**src/rtl/status_flag_unit_pkg.sv**
```systemverilog
// Shared flag layout, condition-code encodings and flag type for the status
// flag unit and any branch logic that decodes the same condition codes.
package status_flag_unit_pkg;

   typedef logic [3:0] flags_t;

   localparam int FLG_Z = 0;
   localparam int FLG_C = 1;
   localparam int FLG_V = 2;
   localparam int FLG_S = 3;

   localparam logic [3:0] COND_ALWAYS = 4'd0;
   localparam logic [3:0] COND_Z      = 4'd1;
   localparam logic [3:0] COND_NZ     = 4'd2;
   localparam logic [3:0] COND_C      = 4'd3;
   localparam logic [3:0] COND_NC     = 4'd4;
   localparam logic [3:0] COND_V      = 4'd5;
   localparam logic [3:0] COND_NV     = 4'd6;
   localparam logic [3:0] COND_S      = 4'd7;
   localparam logic [3:0] COND_NS     = 4'd8;
   localparam logic [3:0] COND_GE     = 4'd9;
   localparam logic [3:0] COND_LT     = 4'd10;
   localparam logic [3:0] COND_GT     = 4'd11;
   localparam logic [3:0] COND_LE     = 4'd12;
   localparam logic [3:0] COND_HI     = 4'd13;
   localparam logic [3:0] COND_LS     = 4'd14;
   localparam logic [3:0] COND_NEVER  = 4'd15;

endpackage

```
**src/rtl/status_flag_unit_flag_cond_eval.sv**
```systemverilog
// Combinational condition decoder: registered {S,V,C,Z} plus a 4-bit condition
// select produce the branch-taken bit. Shared with the branch unit.
module flag_cond_eval
   import status_flag_unit_pkg::*;
(
   input  flags_t     flags,
   input  logic [3:0] cond,
   output logic       taken
);

   logic f_z, f_c, f_v, f_s;

   assign f_z = flags[FLG_Z];
   assign f_c = flags[FLG_C];
   assign f_v = flags[FLG_V];
   assign f_s = flags[FLG_S];

   always_comb begin
      taken = 1'b0;
      case (cond)
         COND_ALWAYS: taken = 1'b1;
         COND_Z:      taken = f_z;
         COND_NZ:     taken = ~f_z;
         COND_C:      taken = f_c;
         COND_NC:     taken = ~f_c;
         COND_V:      taken = f_v;
         COND_NV:     taken = ~f_v;
         COND_S:      taken = f_s;
         COND_NS:     taken = ~f_s;
         COND_GE:     taken = (f_s == f_v);
         COND_LT:     taken = (f_s != f_v);
         COND_GT:     taken = ~f_z & (f_s == f_v);
         COND_LE:     taken = f_z | (f_s != f_v);
         COND_HI:     taken = f_c & ~f_z;
         COND_LS:     taken = ~f_c | f_z;
         COND_NEVER:  taken = 1'b0;
         default:     taken = 1'b0;
      endcase
   end

endmodule

```
**src/rtl/status_flag_unit.sv**
```systemverilog
// ALU status detection, masked flag register, LIFO flag save/restore stack
// with sticky overflow/underflow error, and condition evaluation into Dcondn.
module status_flag_unit
   import status_flag_unit_pkg::*;
#(
   parameter  int WIDTH = 16,
   parameter  int DEPTH = 4,
   localparam int PTR_W = $clog2(DEPTH)
) (
   input  logic             clk,
   input  logic             rst,
   input  logic [WIDTH-1:0] z,
   input  logic             c_n,
   input  logic             c_n_minus_1,
   input  logic             Lflag,
   input  logic [3:0]       flag_mask,
   input  logic             wr_flags,
   input  logic [3:0]       wr_data,
   input  logic             push,
   input  logic             pop,
   input  logic             err_clr,
   input  logic [3:0]       IR12_9,
   output logic             Dcondn,
   output logic [3:0]       flags,
   output logic             stack_full,
   output logic             stack_empty,
   output logic             stack_err,
   output logic [PTR_W:0]   stack_cnt
);

   localparam logic [PTR_W:0] FULL_CNT = (PTR_W+1)'(DEPTH);

   flags_t           flags_r;
   flags_t           det_flags;
   flags_t           stack_mem [DEPTH];
   logic [PTR_W:0]   cnt_r;
   logic [PTR_W-1:0] top_idx;
   logic             err_r;
   logic             is_full, is_empty;
   logic             push_only, pop_only;
   logic             push_ok, pop_ok, op_err;

   always_comb begin
      det_flags        = '0;
      det_flags[FLG_Z] = ~|z;
      det_flags[FLG_C] = c_n;
      det_flags[FLG_V] = c_n ^ c_n_minus_1;
      det_flags[FLG_S] = z[WIDTH-1];
   end

   assign is_full  = (cnt_r == FULL_CNT);
   assign is_empty = (cnt_r == '0);

   // Simultaneous push and pop cancel: no stack movement, no restore, no error.
   assign push_only = push & ~pop;
   assign pop_only  = pop & ~push;
   assign push_ok   = push_only & ~is_full;
   assign pop_ok    = pop_only & ~is_empty;
   assign op_err    = (push_only & is_full) | (pop_only & is_empty);

   // Low pointer bits wrap correctly for cnt_r == DEPTH; only used when not empty.
   assign top_idx = cnt_r[PTR_W-1:0] - PTR_W'(1);

   always_ff @(posedge clk or negedge rst) begin
      if (!rst) begin
         flags_r <= '0;
      end else if (pop_ok) begin
         flags_r <= stack_mem[top_idx];
      end else if (wr_flags) begin
         flags_r <= wr_data;
      end else if (Lflag) begin
         flags_r <= (flags_r & ~flag_mask) | (det_flags & flag_mask);
      end
   end

   always_ff @(posedge clk or negedge rst) begin
      if (!rst) begin
         cnt_r <= '0;
      end else if (push_ok) begin
         cnt_r <= cnt_r + 1'b1;
      end else if (pop_ok) begin
         cnt_r <= cnt_r - 1'b1;
      end
   end

   // A new error outranks a coincident clear.
   always_ff @(posedge clk or negedge rst) begin
      if (!rst) begin
         err_r <= 1'b0;
      end else if (op_err) begin
         err_r <= 1'b1;
      end else if (err_clr) begin
         err_r <= 1'b0;
      end
   end

   // Stack contents carry no reset; the count alone defines what is valid.
   always_ff @(posedge clk) begin
      if (push_ok) begin
         stack_mem[cnt_r[PTR_W-1:0]] <= flags_r;
      end
   end

   flag_cond_eval u_cond (
      .flags (flags_r),
      .cond  (IR12_9),
      .taken (Dcondn)
   );

   assign flags       = flags_r;
   assign stack_cnt   = cnt_r;
   assign stack_full  = is_full;
   assign stack_empty = is_empty;
   assign stack_err   = err_r;

endmodule

```
**config.mk**
```make
export PLATFORM = sky130hd
export DESIGN_NAME = status_flag_unit
export DESIGN_NICKNAME = d
export VERILOG_FILES = /design/src/rtl/status_flag_unit_pkg.sv /design/src/rtl/status_flag_unit_flag_cond_eval.sv /design/src/rtl/status_flag_unit.sv
export SDC_FILE = /design/constraint.sdc
export NUM_CORES = 1
export LEC_CHECK = 0
export BUFFER_PORTS_ARGS = -buffer_cell sky130_fd_sc_hd__buf_2
export CORE_MARGIN = 1
export CORE_UTILIZATION = 49
export DETAILED_ROUTE_END_ITERATION = 16
export PLACE_DENSITY = 0.79
export SYNTH_ARGS = -nofsm -noshare
export SYNTH_HDL_FRONTEND = slang
export SYNTH_SLANG_ARGS = --single-unit
```
**constraint.sdc**
```tcl
create_clock -name clk -period 2.8 [get_ports clk]
set_input_delay 0.42 -clock clk [delete_from_list [all_inputs] [get_ports clk]]
set_output_delay 0.42 -clock clk [all_outputs]
set_load 0.05 [all_outputs]
```
==> impl_metrics.csv, run 1 <==
group,metric,value,unit
run_status,outcome,"finished, final reports clean",
route,drcViolationCount,0,
power_and_ir_drop,ir_drop,0.857,mV
cts,cts_tree,"done",
synthesis,synth_enable_flop_cells,16,
synthesis,syn-num-nets,156,
synthesis,ys_seq_elements,24,
cts,cts.root.buffer_cell,"sky130_fd_sc_hd__clkbuf_4",
die,top_level_ports,48,
cts,clk_latency,320,ps
synthesis,async_flop_share,0.333,
power_and_ir_drop,cell_internal_pwr,904,uW
cells_and_area,fin_nets,206,
min_path,holdCritPathClass,"input pin to flop",
cells_and_area,antenna-diode-count,0,
synthesis,synth_flop_cell,"sky130_fd_sc_hd__edfxtp_1",
global_route,gr-usage-all-layers,0.220,
power_and_ir_drop,power.share.combinational,0.458,
worst_setup_path,cp_data_required_time,2380,ps
timing,setup_viol,0,
route,iteration_0_drc_count_of_the_detailed_router,19,
synthesis,synthTopCellsByArea,"sky130_fd_sc_hd__edfxtp_1, sky130_fd_sc_hd__dfrtp_1, sky130_fd_sc_hd__mux4_2",
synthesis,mapped_area,1350,sq um
timing,slew_headroom,0.708,
timing,timing_max_transition_violations_final,0,
route,final_antenna_net_count,0,
placed_design,numPlacedInstances,188,
cts,post_cts_resize_count,0,
worst_setup_path,crit_chain,"nor4b_1 -> o311a_1 -> a311oi_1 -> o211ai_1 -> buf_2",
worst_setup_path,timing_worst_setup_path_type,"flop to primary output",
timing,tightestPinTransition,438,ps
die,die_area,2970,sq um
timing,timing.clock.skew,5.55,ps
worst_setup_path,critical_path.reg2reg.startpoint,"stack_cnt[0]",
die,die-width,54.5,um
power_and_ir_drop,power.switching,699,uW
cts,cts_buffers,3,
route,route.detailed.wl_per_inst,15.9,um
synthesis,synth_largest_type_area_fraction,0.355,
worst_setup_path,critPathArrivalTime,2100,ps
cells_and_area,share_of_layout_cells_above_drive_strength_1,0.393,
power_and_ir_drop,pwr-share-seq,0.382,
cells_and_area,fillerInstances,192,
route,number_of_vias_in_the_routed_layout,1096,
die,coreArea,2540,sq um
power_and_ir_drop,power.share.clock,0.160,
power_and_ir_drop,power_per_standard_cell_area,956,nW/um^2
worst_setup_path,critical_path.endpoint_type,"primary output",
cells_and_area,finalNonFillerCells,193,
synthesis,synth_cell_type_count,39,
global_route,number_of_global_route_vias_before_repair,939,
die,rows,18,
cells_and_area,post_route_core_utilization,0.659,
power_and_ir_drop,power_leakage,0.724,nW
cts,h_tree_lvls,1,
worst_setup_path,critical_path.slowest_cell,"sky130_fd_sc_hd__dfrtp_1",
placed_design,io_buffers,47,
cts,cts-root-to-sink-buffers,2,
global_route,grt_first_pass_wirelength,4400,um
global_route,gr-total-overflow,0,
timing,unrepaired_setup_endpoints_after_global_routing,"false",
cts,clkSinkCount,24,
global_route,grt_start_max_net_pins,15,
timing,fin_tns_setup,0,ps
route,drt-vias-per-instance,5.68,
synthesis,yosysWarningCount,0,
synthesis,synth_sequential_area_ratio,0.503,
synthesis,synth_area_per_cell,11.9,sq um
route,finalWirelength,3060,um
placed_design,detailed_place_hpwl,2330,um
timing,final-hold-violation-count,0,
die,initial_cell_density_of_the_core,0.531,
min_path,hold_start,"err_clr",
timing,fmax,0.398,GHz
flow_run,maxCapViolCount,0,
synthesis,number_of_instances_in_the_synthesized_netlist,114,
cts,clkSlewWorstSetupHoldPaths,130,ps
timing,finalWorstPathRequiredPeriod,2520,ps
timing,min_period_over_period,0.898,
timing,post-route-worst-setup-slack,285,ps
power_and_ir_drop,power.switching_fraction,0.436,
placed_design,place_worst_setup_slack,505,ps
cells_and_area,final_instance_area,1680,sq um
placed_design,gpl.final_weighted_congestion,0.777,
worst_setup_path,crit_path_start_kind,"flop",
die,die-height,54.5,um
placed_design,placed_area,1610,sq um
worst_setup_path,critical_path_fanouts_max,11,
worst_setup_path,critical_path.max_stage_delay,560,ps
global_route,initial_antenna_violation_count,0,
synthesis,yosysTopAreaCell,"sky130_fd_sc_hd__edfxtp_1",
cells_and_area,synthToLayoutAreaGrowth,24.0,%
route,dr.pass1.iters,6,
[what timing repair did]
item,in CTS,in global routing
hold endpoints to repair,8,0
buffers inserted,0,0
hold buffers,1,0
[cell type report]
type	instances	area, sq um	area share
clock inverters	1	30.0	0.0179
inverters	8	30.0	0.0179
flip-flops and latches	24	682	0.407
well taps	30	37.5	0.0224
clock buffers	3	22.5	0.0134
multi-input cells	79	629	0.375
repair buffers	48	245	0.146
[cell families after synthesis]
group | share of synthesized area
AOI/OAI and AO/OA | 0.0999
xor gates and xnor gates | 0.0324
adders and majority gates | 0.0518
buffers and inverters | 0.0314
DFF | 0.503
muxes | 0.117
and+or+nand+nor | 0.165
[cells in the mapped netlist, types with 2 or more instances]
library cell,count
sky130_fd_sc_hd__o21ai_0,4
sky130_fd_sc_hd__nor4b_1,2
sky130_fd_sc_hd__nand2b_1,2
sky130_fd_sc_hd__and2_1,4
sky130_fd_sc_hd__a311oi_1,2
sky130_fd_sc_hd__xor2_1,2
sky130_fd_sc_hd__nand2_1,6
sky130_fd_sc_hd__mux2_2,2
sky130_fd_sc_hd__dfrtp_1,8
sky130_fd_sc_hd__nor2_1,10
sky130_fd_sc_hd__nor3b_1,2
sky130_fd_sc_hd__inv_1,8
sky130_fd_sc_hd__mux2i_1,3
sky130_fd_sc_hd__nor4_1,3
sky130_fd_sc_hd__nand3_1,2
sky130_fd_sc_hd__edfxtp_1,16
sky130_fd_sc_hd__a21oi_1,8
sky130_fd_sc_hd__mux4_2,4
sky130_fd_sc_hd__ha_1,4
sky130_fd_sc_hd__xnor2_1,3
[critical path, delay by kind of cell, from the launching register on]
| family | cells | cell delay (ps) |
|---|---|---|
| buffers and inverters | 1 | 230 |
| DFF | 1 | 560 |
| and+or+nand+nor | 1 | 230 |
| AOI/OAI and AO/OA | 3 | 750 |
[stage by stage]
| stage | total power [mW] | hold WS [ps] |
|---|---|---|
| floorplan | 1.15 | 124 |
| global placement | 1.31 | 271 |
| detailed placement | 1.35 | 277 |
| CTS | 1.60 | 268 |
| global route | 1.69 | 266 |
| finish | 1.60 | 271 |
[placed cells by master, fill, tap and decap left out, types with 3 or more instances in the layout]
master / n
sky130_fd_sc_hd__a21oi_1: 8
sky130_fd_sc_hd__and2_1: 4
sky130_fd_sc_hd__buf_2: 47
sky130_fd_sc_hd__clkbuf_4: 3
sky130_fd_sc_hd__dfrtp_1: 7
sky130_fd_sc_hd__edfxtp_1: 16
sky130_fd_sc_hd__ha_1: 4
sky130_fd_sc_hd__inv_1: 8
sky130_fd_sc_hd__mux2i_1: 3
sky130_fd_sc_hd__mux4_2: 4
sky130_fd_sc_hd__nand2_1: 6
sky130_fd_sc_hd__nor2_1: 10
sky130_fd_sc_hd__nor4_1: 3
sky130_fd_sc_hd__o21ai_0: 4
sky130_fd_sc_hd__xnor2_1: 3
[final timing paths]
check,slack (ps),depth (start not counted),to
worst min register to register,540,2,stack_err
worst min-delay path,270,2,stack_err
min in group asynchronous,460,2,stack_cnt[2]
worst max-delay path,280,5,Dcondn
max in group asynchronous,2150,2,stack_cnt[0]
worst max register to register,480,7,stack_cnt[1]
[power groups by stage]
stage | Combinational (mW) | Sequential [mW] | Clock (mW)
after floorplan | 0.414 | 0.732 | 0
after global placement | 0.704 | 0.608 | 0
after detailed placement | 0.730 | 0.619 | 0
after CTS | 0.737 | 0.611 | 0.256
after global routing | 0.793 | 0.629 | 0.268
final | 0.734 | 0.613 | 0.256
[routing by layer]
layer / share of wire / GRT usage / vias up
met1: 0.43 / 0.274 / 536
met2: 0.53 / 0.386 / 34
met4: 0.0049 / 0.0641 / 0
met5: 0 / 0 / -
li1: - / - / 522
met3: 0.038 / 0.0417 / 4
No activity file was read; power rests on OpenSTA's default activity.
==> run 2: changes to the inputs <==
--- a/config.mk
+++ b/config.mk
@@ -6,6 +6,7 @@
 export NUM_CORES = 1
 export LEC_CHECK = 0
 export BUFFER_PORTS_ARGS = -buffer_cell sky130_fd_sc_hd__buf_2
+export CORE_ASPECT_RATIO = 1.4
 export CORE_MARGIN = 1
 export CORE_UTILIZATION = 49
 export DETAILED_ROUTE_END_ITERATION = 16
==> run 2 against run 1 <==
Setup slack improved by 59 ps. Global-route usage rose by 0.43 points. Largest cell class unchanged. Clock-buffer cell count did not move. Die area barely moved. Combinational power rose by 0.8%. Critical path depth did not move. Cell area fell by 1.1%. Final cell count rose by 3.1%. Fmax rose by 2.4%. Non-clock buffer count did not move.
==> impl_metrics.csv, run 2 (synthesis results as in run 1) <==
group,metric,value,unit
run_status,outcome,"finished, final reports clean",
cts,cts-root-to-sink-buffers,2,
timing,fmax,0.407,GHz
timing,min_period_over_period,0.877,
worst_setup_path,worstPathBufferInverterCount,1,
die,rows,22,
placed_design,numPlacedInstances,194,
cts,post_cts_resize_count,0,
flow_run,maxCapViolCount,0,
route,number_of_vias_in_the_routed_layout,1112,
cts,cts_tree,"done",
min_path,holdCritPathClass,"input pin to flop",
cells_and_area,final_common_cell,"sky130_fd_sc_hd__buf_2",
die,coreArea,2620,sq um
route,iteration_0_drc_count_of_the_detailed_router,18,
cells_and_area,fin_nets,206,
global_route,initial_antenna_violation_count,0,
placed_design,detailed_place_hpwl,2360,um
global_route,grt_start_max_net_pins,14,
timing,worst_hold_slack,290,ps
cts,h_tree_lvls,1,
cts,clkSlewWorstSetupHoldPaths,120,ps
timing,timing.clock.skew,1.98,ps
timing,finalWorstPathRequiredPeriod,2460,ps
worst_setup_path,critical_path_fanouts_max,11,
worst_setup_path,worst_path_dominant_cell_family,"compound AO/OA/AOI/OAI gates",
power_and_ir_drop,ir_drop,0.488,mV
worst_setup_path,critical_path.endpoint_type,"primary output",
worst_setup_path,cp_data_required_time,2380,ps
cts,cts.root.buffer_cell,"sky130_fd_sc_hd__clkbuf_4",
cells_and_area,multi_input_comb_area,629,sq um
timing,timing_max_transition_violations_final,0,
timing,slew_headroom,0.702,
timing,unrepaired_setup_endpoints_after_global_routing,"false",
cells_and_area,finalNonFillerCells,199,
worst_setup_path,timing_worst_setup_path_type,"flop to primary output",
cts,clk_latency,310,ps
placed_design,io_buffers,47,
worst_setup_path,critical_path.max_stage_delay,560,ps
cells_and_area,share_of_layout_cells_above_drive_strength_1,0.387,
worst_setup_path,critical_path.slowest_cell,"sky130_fd_sc_hd__dfrtp_1",
die,die-width,46.4,um
cells_and_area,antenna-diode-count,0,
timing,tightestPinTransition,446,ps
route,route.detailed.wl_per_inst,15.3,um
timing,setup_viol,0,
die,die_area,2980,sq um
timing,fin_tns_setup,0,ps
global_route,gr-usage-all-layers,0.225,
cells_and_area,fillerInstances,219,
worst_setup_path,crit_chain,"nor4b_1 -> o311a_1 -> a311oi_1 -> o211ai_1 -> buf_2",
placed_design,place_worst_setup_slack,508,ps
route,drcViolationCount,0,
route,drt-vias-per-instance,5.59,
timing,final-hold-violation-count,0,
worst_setup_path,critPathArrivalTime,2040,ps
worst_setup_path,crit_path_start_kind,"flop",
power_and_ir_drop,power_per_standard_cell_area,904,nW/um^2
die,die-height,64.2,um
cells_and_area,seq_area,682,sq um
power_and_ir_drop,total_power,1.50,mW
die,initial_cell_density_of_the_core,0.517,
global_route,number_of_global_route_vias_before_repair,1067,
placed_design,gpl.final_weighted_congestion,0.783,
cts,cts_buffers,3,
route,final_antenna_net_count,0,
cells_and_area,layout.cells.most_common_list,"sky130_fd_sc_hd__buf_2, sky130_fd_sc_hd__edfxtp_1, sky130_fd_sc_hd__nor2_1",
cts,clkSinkCount,24,
cells_and_area,synthToLayoutAreaGrowth,22.6,%
global_route,gr-total-overflow,0,
global_route,grt_first_pass_wirelength,4730,um
route,finalWirelength,3050,um
power_and_ir_drop,power_leakage,0.711,nW
timing,post-route-worst-setup-slack,343,ps
route,dr.pass1.iters,4,
die,top_level_ports,48,
[run 2: power breakdown]
group | leakage, nW | switching [mW] | internal [mW] | total (mW)
sequential | 0.238 | 0.130 | 0.478 | 0.608
clock | 0.0154 | 0.0991 | 0.0521 | 0.151
combinational | 0.457 | 0.456 | 0.284 | 0.740
[run 2: area by class of cell]
cell class,instances,area share
multi-input combinational,79,0.380
clock buffer,3,0.0136
sequential,24,0.411
inverter,8,0.0181
timing repair buffer,48,0.148
clock inverter,1,0.00226
tap,36,0.0272
[run 2: worst paths after layout]
kind,from,end,slack [ps],cells after the start
setup / recovery,flop,Dcondn,340,5
hold / removal,err_clr,stack_err,290,2
setup reg to reg,stack_cnt[0],stack_cnt[2],490,9
max in group asynchronous,rst,stack_cnt[0],2140,2
hold reg to reg,stack_err,stack_err,540,2
min in group asynchronous,rst,stack_cnt[2],470,2
[run 2: metrics by stage]
step | area [sq um] | utilization
after floorplan | 1350 | -
after global placement | 1620 | 0.620
after detailed placement | 1620 | 0.620
after CTS | 1660 | 0.634
after global routing | 1660 | 0.634
final | 1660 | 0.634
[run 2: timing repair]
item | CTS | global route
endpoints found under the hold margin | 8 | 0
buffers inserted | 0 | 0
hold buffers | 1 | 0
[run 2: per-layer routing]
metal | global-route usage | vias up | wire length (um) | part of all wire
met4 | 0.0993 | 0 | 65 | 0.021
met5 | 0 | - | 0 | 0
li1 | - | 521 | - | -
met1 | 0.279 | 557 | 1250 | 0.41
met3 | 0.0254 | 8 | 72 | 0.024
met2 | 0.373 | 26 | 1660 | 0.55
==> run 3: changes to the inputs <==
--- a/config.mk
+++ b/config.mk
@@ -6,11 +6,13 @@
 export NUM_CORES = 1
 export LEC_CHECK = 0
 export BUFFER_PORTS_ARGS = -buffer_cell sky130_fd_sc_hd__buf_2
+export CELL_PAD_IN_SITES_DETAIL_PLACEMENT = 0
+export CELL_PAD_IN_SITES_GLOBAL_PLACEMENT = 1
 export CORE_ASPECT_RATIO = 1.4
 export CORE_MARGIN = 1
-export CORE_UTILIZATION = 49
+export CORE_UTILIZATION = 37
 export DETAILED_ROUTE_END_ITERATION = 16
-export PLACE_DENSITY = 0.79
+export PLACE_DENSITY_LB_ADDON = 0.1
 export SYNTH_ARGS = -nofsm -noshare
 export SYNTH_HDL_FRONTEND = slang
 export SYNTH_SLANG_ARGS = --single-unit
==> run 3 against run 2 <==
Total power is 2.9% higher. Register-to-register slack better by 20 ps. Setup slack better by 88 ps. Critical path type unchanged. Combinational power is 0.9% lower. Sequential power hardly changed. Clock-buffer cell count stayed put. Sequential cell count stayed put. Cell area is 1.4% higher. Clock skew is 1.2 ps higher. Clock power is 35% higher.
==> impl_metrics.csv, run 3 (synthesis results as in run 1) <==
group,metric,value,unit
global_route,grt_first_pass_wirelength,4800,um
worst_setup_path,cp_data_required_time,2380,ps
placed_design,detailed_place_hpwl,2340,um
die,rows,25,
worst_setup_path,critical_path.slowest_cell,"sky130_fd_sc_hd__dfrtp_1",
route,drcViolationCount,0,
die,coreArea,3440,sq um
cts,post_cts_resize_count,0,
worst_setup_path,crit_chain,"nor4b_1 -> o311a_1 -> a311oi_1 -> o211ai_1 -> buf_2",
run_status,outcome,"finished, final reports clean",
placed_design,io_buffers,47,
route,top_layer_used,"met4",
timing,setup_viol,0,
cts,clk_latency,260,ps
timing,slew_headroom,0.706,
route,drt-vias-per-instance,5.27,
cells_and_area,final_common_cell,"sky130_fd_sc_hd__buf_2",
route,met2_wirelength,1530,um
cts,cts-root-to-sink-buffers,2,
power_and_ir_drop,power.share.combinational,0.475,
placed_design,gpl.final_weighted_congestion,0.786,
route,routed-wl-met3,97,um
flow_run,maxCapViolCount,0,
worst_setup_path,critical_path_fanouts_max,11,
route,finalWirelength,2990,um
cells_and_area,fin_nets,206,
cts,clkSlewWorstSetupHoldPaths,80,ps
timing,final-hold-violation-count,0,
worst_setup_path,critPathArrivalTime,1950,ps
power_and_ir_drop,cell_internal_pwr,858,uW
cells_and_area,antenna-diode-count,0,
die,initial_cell_density_of_the_core,0.393,
worst_setup_path,worstPathBufferInverterCount,1,
worst_setup_path,worst_path_dominant_cell_family,"compound AO/OA/AOI/OAI gates",
cells_and_area,fillerInstances,328,
die,top_level_ports,48,
power_and_ir_drop,power.share.clock,0.132,
power_and_ir_drop,power.switching_fraction,0.444,
timing,fmax,0.422,GHz
global_route,grt_start_max_net_pins,14,
worst_setup_path,crit_path_start_kind,"flop",
route,iteration_0_drc_count_of_the_detailed_router,8,
cts,h_tree_lvls,1,
power_and_ir_drop,power_leakage,0.719,nW
timing,timing_max_transition_violations_final,0,
cells_and_area,finalNonFillerCells,203,
timing,unrepaired_setup_endpoints_after_global_routing,"false",
timing,worst_hold_slack,341,ps
route,route.detailed.wl_per_inst,14.7,um
worst_setup_path,timing_worst_setup_path_type,"flop to primary output",
global_route,gr-total-overflow,0,
timing,tightestPinTransition,441,ps
worst_setup_path,critical_path.endpoint_type,"primary output",
placed_design,numPlacedInstances,198,
cells_and_area,synthToLayoutAreaGrowth,24.3,%
timing,fin_tns_setup,0,ps
die,die-width,53.1,um
route,dr.pass1.iters,4,
power_and_ir_drop,power.switching,685,uW
min_path,holdCritPathClass,"input pin to flop",
cts,cts.root.buffer_cell,"sky130_fd_sc_hd__clkbuf_8",
power_and_ir_drop,pwr-share-seq,0.393,
route,number_of_vias_in_the_routed_layout,1070,
die,die-height,73.5,um
global_route,gr-usage-all-layers,0.174,
die,die_area,3900,sq um
power_and_ir_drop,power_per_standard_cell_area,918,nW/um^2
route,final_antenna_net_count,0,
cells_and_area,layout.cells.most_common_list,"sky130_fd_sc_hd__buf_2, sky130_fd_sc_hd__edfxtp_1, sky130_fd_sc_hd__nor2_1",
route,wl_met1,1250,um
cts,clkSinkCount,24,
timing,timing.clock.skew,3.23,ps
global_route,initial_antenna_violation_count,0,
global_route,number_of_global_route_vias_before_repair,995,
worst_setup_path,critical_path.max_stage_delay,550,ps
timing,min_period_over_period,0.846,
cts,cts_buffers,3,
power_and_ir_drop,ir_drop,0.565,mV
cells_and_area,share_of_layout_cells_above_drive_strength_1,0.387,
cts,cts_tree,"done",
timing,finalWorstPathRequiredPeriod,2370,ps
run 3: changes by cell type in the layout (fill, tap and decap cells not counted):
cell                       before  now
sky130_fd_sc_hd__clkbuf_4       3    0
sky130_fd_sc_hd__clkbuf_8       0    3
run 3: worst paths after layout:
check / from / end / slack (ps) / cells after the start
worst max-delay path: flop / Dcondn / 430 / 5
worst min-delay path: err_clr / stack_err / 340 / 2
worst max register to register: stack_cnt[0] / stack_cnt[1] / 510 / 7
worst min register to register: stack_err / stack_err / 530 / 2
max in group asynchronous: rst / stack_cnt[0] / 2100 / 2
min in group asynchronous: rst / stack_cnt[1] / 520 / 2
run 3: power by group through the flow:
stage	Combinational, mW	Clock [mW]	Sequential (mW)
final	0.733	0.204	0.606
after global routing	0.795	0.225	0.628
after floorplan	0.414	0	0.732
after CTS	0.744	0.208	0.611
after detailed placement	0.739	0	0.619
after global placement	0.725	0	0.617
run 3: worst reg2reg max path: stages (launching register included):
cell and delay (ps):
sky130_fd_sc_hd__dfrtp_2 530, sky130_fd_sc_hd__inv_1 120, sky130_fd_sc_hd__ha_1 250, sky130_fd_sc_hd__and2_1 170
sky130_fd_sc_hd__nor2_1 290, sky130_fd_sc_hd__inv_1 100, sky130_fd_sc_hd__fa_1 450, sky130_fd_sc_hd__mux2_4 270
run 3: final cells by class:
| class | instances | area, sq um | area share |
|---|---|---|---|
| clock inverters | 1 | 3.75 | 0.00223 |
| well taps | 40 | 50.0 | 0.0298 |
| repair buffers | 48 | 245 | 0.146 |
| clock buffers | 3 | 41.3 | 0.0246 |
| flip-flops and latches | 24 | 682 | 0.406 |
| inverters | 8 | 30.0 | 0.0179 |
| multi-input cells | 79 | 629 | 0.374 |
run 3: stage by stage:
| stage | worst slack [ps] | power, mW | utilization | area [sq um] |
|---|---|---|---|---|
| 6_report | 431 | 1.54 | 0.489 | 1680 |
| 4_1_cts | 401 | 1.56 | 0.489 | 1680 |
| 3_5_place_dp | 512 | 1.36 | 0.473 | 1630 |
| 3_3_place_gp | 594 | 1.34 | 0.473 | 1630 |
| 2_1_floorplan | 167 | 1.15 | - | 1350 |
| 5_1_grt | 283 | 1.65 | 0.489 | 1680 |
run 3: routing by layer:
metal | vias up | global-route usage
met1 | 511 | 0.215
met5 | - | 0
met3 | 8 | 0.0207
met4 | 0 | 0.111
met2 | 29 | 0.281
li1 | 522 | -
run 3: timing repair:
item | 4_1_cts | 5_1_grt
setup buffers | 0 | 0
setup endpoints to repair | 0 | 0
endpoints found under the hold margin | 8 | 0
hold buffers | 1 | 0
